`src/rtl/stopwatch_ctrl.sv`:
```
// ---------------------------------------------------------------------------
// stopwatch_ctrl
//   Stopwatch control: debounces the four front-panel buttons, runs the
//   start/stop/clear/lap state machine and produces the increment and clear
//   strobes for an external BCD time counter.
//
//   Optional feature: define STOPWATCH_LAP_EN to build the lap function
//   (LAP state, BTNU debouncer, hold output). Without it BTNU is ignored,
//   hold is tied low and the state never reaches 3.
//
// Parameters
//   DB_CYCLES : consecutive equal samples needed to accept a button level
//   TICK_DIV  : CLK cycles per count tick
//
// Ports
//   CLK     in   system clock
//   RST     in   synchronous active-high reset
//   BTNL    in   raw start button (asynchronous)
//   BTNR    in   raw stop button (asynchronous)
//   BTND    in   raw clear button (asynchronous)
//   BTNU    in   raw lap button (asynchronous)
//   cnt_en  out  one-cycle increment strobe to the time counter
//   cnt_clr out  one-cycle clear strobe to the time counter
//   hold    out  freezes the display latch while in lap view
//   state   out  current FSM state (IDLE=0, RUN=1, STOP=2, LAP=3)
//   running out  high while counting (RUN or LAP)
// ---------------------------------------------------------------------------

// Per-button synchronizer + debouncer + rising-edge press detector.
//   clk   in   clock
//   rst   in   synchronous active-high reset
//   raw   in   asynchronous button level
//   press out  one-cycle pulse when the accepted level goes 0->1
module stopwatch_debounce #(
    parameter int DB_CYCLES = 100000
) (
    input  logic clk,
    input  logic rst,
    input  logic raw,
    output logic press
);
    localparam int DB_W = $clog2(DB_CYCLES + 1);
    localparam logic [DB_W-1:0] DB_LAST = DB_W'(DB_CYCLES - 1);

    logic            sync_p0;
    logic            sync_p1;
    logic            level;
    logic [DB_W-1:0] cnt;

    always_ff @(posedge clk) begin
        if (rst) begin
            sync_p0 <= 1'b0;
            sync_p1 <= 1'b0;
            level   <= 1'b0;
            cnt     <= '0;
            press   <= 1'b0;
        end else begin
            // stage p0 -> p1: two-flop synchronizer
            sync_p0 <= raw;
            sync_p1 <= sync_p0;
            press   <= 1'b0;
            // stage p1 -> level: cnt holds how many samples in a row have
            // disagreed with the accepted level; any agreeing sample
            // restarts the count, so bounce never accumulates.
            if (sync_p1 == level) begin
                cnt <= '0;
            end else if (cnt == DB_LAST) begin
                cnt   <= '0;
                level <= sync_p1;
                press <= sync_p1;
            end else begin
                cnt <= cnt + 1'b1;
            end
        end
    end
endmodule

module stopwatch_ctrl #(
    parameter int DB_CYCLES = 100000,
    parameter int TICK_DIV  = 1000000
) (
    input  logic       CLK,
    input  logic       RST,
    input  logic       BTNL,
    input  logic       BTNR,
    input  logic       BTND,
    input  logic       BTNU,
    output logic       cnt_en,
    output logic       cnt_clr,
    output logic       hold,
    output logic [1:0] state,
    output logic       running
);
    localparam int TD_W = $clog2(TICK_DIV + 1);
    localparam logic [TD_W-1:0] TD_LAST = TD_W'(TICK_DIV - 1);

`ifdef STOPWATCH_LAP_EN
    typedef enum logic [1:0] {
        IDLE = 2'd0,
        RUN  = 2'd1,
        STOP = 2'd2,
        LAP  = 2'd3
    } state_t;
`else
    typedef enum logic [1:0] {
        IDLE = 2'd0,
        RUN  = 2'd1,
        STOP = 2'd2
    } state_t;
`endif

    state_t          state_q;
    state_t          state_next;
    logic            clr_evt;
    logic            restart;
    logic            tick;
    logic [TD_W-1:0] div;

    logic press_start;
    logic press_stop;
    logic press_clr;

    function automatic logic is_counting(input state_t s);
`ifdef STOPWATCH_LAP_EN
        return (s == RUN) || (s == LAP);
`else
        return (s == RUN);
`endif
    endfunction

    stopwatch_debounce #(.DB_CYCLES(DB_CYCLES)) u_db_start (
        .clk(CLK), .rst(RST), .raw(BTNL), .press(press_start)
    );
    stopwatch_debounce #(.DB_CYCLES(DB_CYCLES)) u_db_stop (
        .clk(CLK), .rst(RST), .raw(BTNR), .press(press_stop)
    );
    stopwatch_debounce #(.DB_CYCLES(DB_CYCLES)) u_db_clr (
        .clk(CLK), .rst(RST), .raw(BTND), .press(press_clr)
    );

`ifdef STOPWATCH_LAP_EN
    logic press_lap;
    stopwatch_debounce #(.DB_CYCLES(DB_CYCLES)) u_db_lap (
        .clk(CLK), .rst(RST), .raw(BTNU), .press(press_lap)
    );
`else
    // Lap button is present on the board but has no function in this build.
    logic unused_btnu;
    assign unused_btnu = BTNU;
    assign hold        = 1'b0;
`endif

    // Exactly one press is acted on per cycle: the highest-priority pulse
    // present (clear > stop > start > lap) is taken, even if the current
    // state then ignores it.
    always_comb begin
        state_next = state_q;
        clr_evt    = 1'b0;
        if (press_clr) begin
            state_next = IDLE;
            clr_evt    = 1'b1;
        end else if (press_stop) begin
            if (is_counting(state_q)) state_next = STOP;
        end else if (press_start) begin
            if ((state_q == IDLE) || (state_q == STOP)) state_next = RUN;
`ifdef STOPWATCH_LAP_EN
        end else if (press_lap) begin
            case (state_q)
                RUN:     state_next = LAP;
                LAP:     state_next = RUN;
                default: state_next = state_q;
            endcase
`endif
        end
    end

    assign tick    = (div == TD_LAST);
    // Restarting on start-from-idle and on clear makes the first strobe
    // land a full tick period after start; resume from STOP keeps phase.
    assign restart = clr_evt || ((state_q == IDLE) && (state_next == RUN));

    always_ff @(posedge CLK) begin
        if (RST) begin
            state_q <= IDLE;
            cnt_en  <= 1'b0;
            cnt_clr <= 1'b0;
            div     <= '0;
`ifdef STOPWATCH_LAP_EN
            hold    <= 1'b0;
`endif
        end else begin
            state_q <= state_next;
            cnt_clr <= clr_evt;
            // Strobe only when counting both before and after this edge, so
            // a stop or clear taken on a tick cycle yields no stray strobe.
            cnt_en  <= tick && is_counting(state_q) && is_counting(state_next);
            if (restart || tick) begin
                div <= '0;
            end else begin
                div <= div + 1'b1;
            end
`ifdef STOPWATCH_LAP_EN
            hold    <= (state_next == LAP);
`endif
        end
    end

    assign state   = state_q;
    assign running = is_counting(state_q);
endmodule
```
`config.mk`:
```
export PLATFORM = sky130hd
export DESIGN_NAME = stopwatch_ctrl
export DESIGN_NICKNAME = d
export VERILOG_FILES = /design/src/rtl/stopwatch_ctrl.sv
export SDC_FILE = /design/constraint.sdc
export NUM_CORES = 1
export LEC_CHECK = 0
export BUFFER_PORTS_ARGS = -buffer_cell sky130_fd_sc_hd__buf_2
export CAP_MARGIN = 20
export CORE_AREA = 2 2 87 89
export CTS_CLUSTER_SIZE = 8
export DETAILED_ROUTE_END_ITERATION = 8
export DIE_AREA = 0 0 89 91
export MAX_ROUTING_LAYER = met4
export PLACE_DENSITY_LB_ADDON = 0.25
export SETUP_SLACK_MARGIN = 0.15
export SKIP_LAST_GASP = 1
export SLEW_MARGIN = 20
export SYNTH_ARGS = -nofsm -noshare
export SYNTH_HDL_FRONTEND = slang
export SYNTH_HIERARCHICAL = 1
export SYNTH_SLANG_ARGS = --single-unit
```
`constraint.sdc`:
```
create_clock -name CLK -period 1.9 [get_ports CLK]
set_input_delay 0.19 -clock CLK [delete_from_list [all_inputs] [get_ports CLK]]
set_output_delay 0.19 -clock CLK [all_outputs]
set_load 0.005 [all_outputs]
```
* Yosys cells after proc, flatten, opt, wreduce, memory -nomap -nowiden *
Index checks and enable logic that the tools add are counted.

word-level totals
  output and inout port bits = 6
  word-level logic and storage cells = 62
  flip-flop bits (word level) = 87

operators by class
  multiplexer cells = 6
  add/sub/neg operators = 4
  equality and inequality tests = 10
  bitwise operators = 6
  reduce and logical (&&, ||, !) cells = 17

operator list
  operator               count
  $add 17x1->17 const B  3
  $eq 17x17->1 const B   3
  $add 20x1->20 const B  1
  $eq 20x20->1 const B   1
  $reduce_or 3->1        6
  $mux 2                 5
  $not 1->1              6
  $reduce_and 2->1       3
  $eq 2x1->1 const B     2
  $eq 1x1->1             3
  $logic_and 1x1->1      3
  $logic_or 1x1->1       3
  $eq 2x2->1 const B     1
  $logic_not 2->1        1
  $reduce_or 2->1        1
  $mux 1                 1

* Logic depth before layout (Yosys ltp) *
  depth in word-level cells = 11
  depth in mapped cells = 7
  mapped depth without buffers = 5

* Cells and area by module *
The synthesis kept the hierarchy.

modules (own cells, without submodules)
  module              times used  cells each  area an instance (um2)
  stopwatch_debounce  3           93          923.4
  stopwatch_ctrl      1           125         1078.5

* Least setup slack after synthesis *
Ideal clock, no wire load.

  path kind = register -> register
  from = register div[0]
  to = register div[18]
  clock period less this slack = 1.797 ns
  cell stages (with the launch flop) = 6
  slack = 0.103 ns
  path buffers = 0
  arrival time = 1.726 ns
  setup time = 0.071 ns
  cell sequence = dfxtp_1 -> ha_1 -> nand3_1 -> or3_1 -> or4_1 -> a21oi_1

between the ends
  word-level cells in the longest chain between the ends = 3
  elaborated cells on any way between the ends = 4

ends and longest elaborated chain
  item                                                   line  source
  start: declaration                                     117   logic [TD_W-1:0] div;
  start signal: assignment                               200   div <= div + 1'b1;
  branches (longest 3 deep; another with $add 20x1->20)  -

Parallel ways; which one is timed is not known.
A chain may end at the register's enable or synchronous reset.

* Worst setup path in the final report *
  from = register div[8]
  to = register div[18]

The elaborated chain is that of the path after synthesis.

==> qor.yml <==
outcome:
  status: "complete, no violations"
pwr:
  p_per_area_mw_per_mm2: 783
  switching_power_uw: 694
  ir_worst_vdd_mv: 0.599
  power_frac_comb_pct: 1.5
  switching_share_pct: 20.6
  p_int_uw: 2670
  pwr-share-clk_pct: 43.6
  seq_power_share_pct: 54.9
  p_leak_uw: 0.00140
routing:
  wl_um: 6790
  firstDrtPassIters: 4
  vias: 2771
  drc: 0
  wire_per_inst_um: 13.0
  drtIter0Drc: 42
  antenna_left: 0
  via_per_inst: 5.32
worst_setup_path:
  cp-startpoint: "div[8]"
  critPathRequiredTime_ns: 2.20
  path_max_fanout: 6
  end_kind: "register"
  regToRegEndpoint: "div[18]"
  reg2reg_slack_ns: 0.21
  arrival_ns: 1.99
  regToRegStartpoint: "div[8]"
  crit_end: "div[18]"
  start_kind: "register"
  path_class: "reg -> reg"
  ff2ff_path_depth: 4
yosys:
  async_flop_share_pct: 0
  synth_edf_count: 0
  synth_cell_type_count: 45
  syn_area_per_cell_sq_um: 9.53
  ys_ff_latch: 87
  yosys_most_used_dff: "dfxtp_1"
  synth_nets: 414
  yosys_warnings: 6
  syn-instance-count: 404
  syn_area_sq_mm: 0.00385
  seq_area_frac_synth_pct: 45.3
floorplanning:
  die_x_um: 89
  die_area_sq_mm: 0.00810
  rows: 31
  start_util_pct: 53.9
  ioPinCount: 12
  die_h_um: 91
  core-area_sq_mm: 0.00714
clock_network:
  clk_pin_slew_ns: 0.09
  clk_latency_ns: 0.35
  clockRootBuffer: "clkbuf_8"
  clockBufferDepth: 2
  h-tree-depth: 3
  cts_sinks: 87
  cts_made_buffers: 9
  holdBufCountCts: 0
  cts_tree: "yes"
placed_design:
  place.gp.congestion: 0.748
  port_buffers: 9
  dpl_worst_slack_ns: 0.0952
  dp_hpwl_um: 4460
min_path:
  hold_path.class: "in -> reg"
  holdPathStages: 2
timing:
  fin_crit_ns: 1.69
  finalSetupViolCount: 0
  fmax_ghz: 0.590
  rsz0062_at_grt: "true"
  hold_viol: 0
  fin_setup_tns_ns: 0
  finalCritPeriodShare_pct: 89.2
  drv_slew: 0
  skew_ns: 0.00871
  finalWorstSetupSlack_ns: 0.206
grt:
  grt_max_degree: 21
  antenna_found_initial: 0
  first_global_vias: 2693
  grt.total_usage_pct: 19.3
  grt_overflow: 0
  grt_first_pass_wirelength_um: 12100
final_layout:
  drive_above_1_share_pct: 17.8
  synthToLayoutAreaGrowth_pct: 11.5
  antenna-diode-count: 0
  nets: 427
job:
  maxCapViolCount: 0
-- cell usage after synthesis, types with 2 or more instances --
| library cell | count | share of area, % |
|---|---|---|
| dfxtp_1 | 87 | 45 |
| nor2_1 | 72 | 7.0 |
| xnor2_1 | 31 | 7.1 |
| xor2_1 | 25 | 5.7 |
| nand3_1 | 22 | 2.9 |
| nand2_1 | 18 | 1.8 |
| a21oi_1 | 11 | 1.4 |
| nor4b_1 | 10 | 2.3 |
| nand4_1 | 8 | 1.3 |
| nor4_1 | 8 | 1.3 |
| and3_1 | 7 | 1.1 |
| inv_1 | 7 | 0.68 |
| nand4_2 | 7 | 2.3 |
| nor2b_1 | 7 | 1.1 |
| or3_1 | 7 | 1.1 |
| nor3_1 | 6 | 0.78 |
| o21ai_0 | 5 | 0.65 |
| and4_1 | 4 | 0.91 |
| buf_4 | 4 | 0.78 |
| ha_1 | 4 | 1.3 |
| and4_2 | 3 | 0.78 |
| and4_4 | 3 | 0.88 |
| and4bb_2 | 3 | 0.98 |
| buf_6 | 3 | 0.88 |
| mux2i_1 | 3 | 0.78 |
| nand2_2 | 3 | 0.49 |
| nand3_2 | 3 | 0.78 |
| nand3_4 | 3 | 1.4 |
| nor3_2 | 3 | 0.78 |
| nor4bb_1 | 3 | 0.78 |
| o31ai_1 | 3 | 0.59 |
| o41ai_1 | 3 | 0.68 |
| or3b_1 | 3 | 0.68 |
| or4_1 | 3 | 0.59 |
| clkbuf_1 | 2 | 0.20 |
-- repair_timing --
| action | 4_1_cts | 5_1_grt |
|---|---|---|
| setup buffers | 0 | 1 |
| endpoints found under the hold margin | 0 | 0 |
| setup endpoints to repair | 3 | 35 |
| pin swaps | 0 | 3 |
| gates cloned | 0 | 0 |
| gates resized for setup | 8 | 16 |
-- cell families after synthesis --
| family | Yosys count | share of synthesized area (%) |
|---|---|---|
| compound gates | 25 | 3.90 |
| buf+inv | 18 | 2.76 |
| fa+ha+maj | 4 | 1.30 |
| simple gates | 210 | 33.2 |
| xor+xnor | 56 | 12.7 |
| flops | 87 | 45.3 |
| mux | 3 | 0.780 |
| other cells | 1 | 0.0974 |
-- worst max-delay path, cell delays in order (launching register included) --
cell and delay, ns:
dfxtp_1 0.43, nand3_2 0.17, or3_4 0.43, or4_4 0.49, a21oi_2 0.12
-- state kept, by name (all words and copies together) (netlist names), 2 cells and up --
register        flops
div                20
u_db_clr/cnt       17
u_db_start/cnt     17
u_db_stop/cnt      17
state               2
-- final cells by class --
class | count | area (sq um)
Sequential cell | 87 | 1770
Timing Repair Buffer | 13 | 75.1
Fill cell | 665 | 2840
Clock buffer | 12 | 155
Multi-Input combinational cell | 299 | 2070
Clock inverter | 4 | 77.6
Inverter | 7 | 26.3
Tap cell | 99 | 124
-- how the worst min path moves through the flow --
stage / from / endpoint / slack [ns]
final: BTNL / u_db_start/sync_p0 / 0.04
after global routing: BTNL / u_db_start/sync_p0 / 0.03
after CTS: BTNL / u_db_start/sync_p0 / 0.03
after detailed placement: BTNL / u_db_start/sync_p0 / 0.41
after global placement: BTNL / u_db_start/sync_p0 / 0.40
after floorplan: RST / cnt_clr / 0.26
-- routing by layer --
layer,up-vias,routed length (um),global-route usage [%]
li1,1439,-,-
met1,1305,3410,25.4
met2,19,3130,28.9
met3,8,122,3.09
met4,0,127,9.33
met5,-,0,-
-- layout by cell type (no fill, tap or decap), types with 3 or more instances in the layout --
master,instances
o41ai_1,3
clkbuf_8,11
nand4_2,6
nand4_1,8
a21oi_1,10
ha_1,3
nor4b_1,10
nor3_1,6
or3b_1,3
nand3_4,3
dfxtp_4,6
nor3_2,3
or3_1,5
nand3_2,5
nor4_1,8
dfxtp_1,79
buf_2,9
and3_1,7
xor2_1,25
nor2_1,72
o31ai_1,3
buf_4,4
nand3_1,20
nor2b_1,7
o21ai_0,5
inv_1,7
mux2i_1,3
xnor2_1,31
and4_4,3
nand2_1,18
and4bb_2,3
and4_2,5
-- power groups by stage --
stage          Combinational (uW)  Sequential, uW  Clock, uW
5_1_grt                      59.7            1850       1580
3_3_place_gp                 47.4            1890          0
3_5_place_dp                 48.3            1890          0
4_1_cts                      50.4            1850       1510
6_report                     50.6            1850       1470
2_1_floorplan                36.3            1890          0
-- through the flow --
step / cells / total power, uW / instance area [sq um] / util, % / hold slack (ns)
2_1_floorplan: 404 / 1920 / 3860 / - / 0.262
3_3_place_gp: 504 / 1940 / 3970 / 55.7 / 0.401
3_5_place_dp: 504 / 1940 / 3970 / 55.7 / 0.405
4_1_cts: 520 / 3410 / 4230 / 59.3 / 0.0274
5_1_grt: 521 / 3490 / 4290 / 60.2 / 0.0327
6_report: 521 / 3360 / 4290 / 60.2 / 0.0435
No activity file was read; power rests on OpenSTA's default activity.
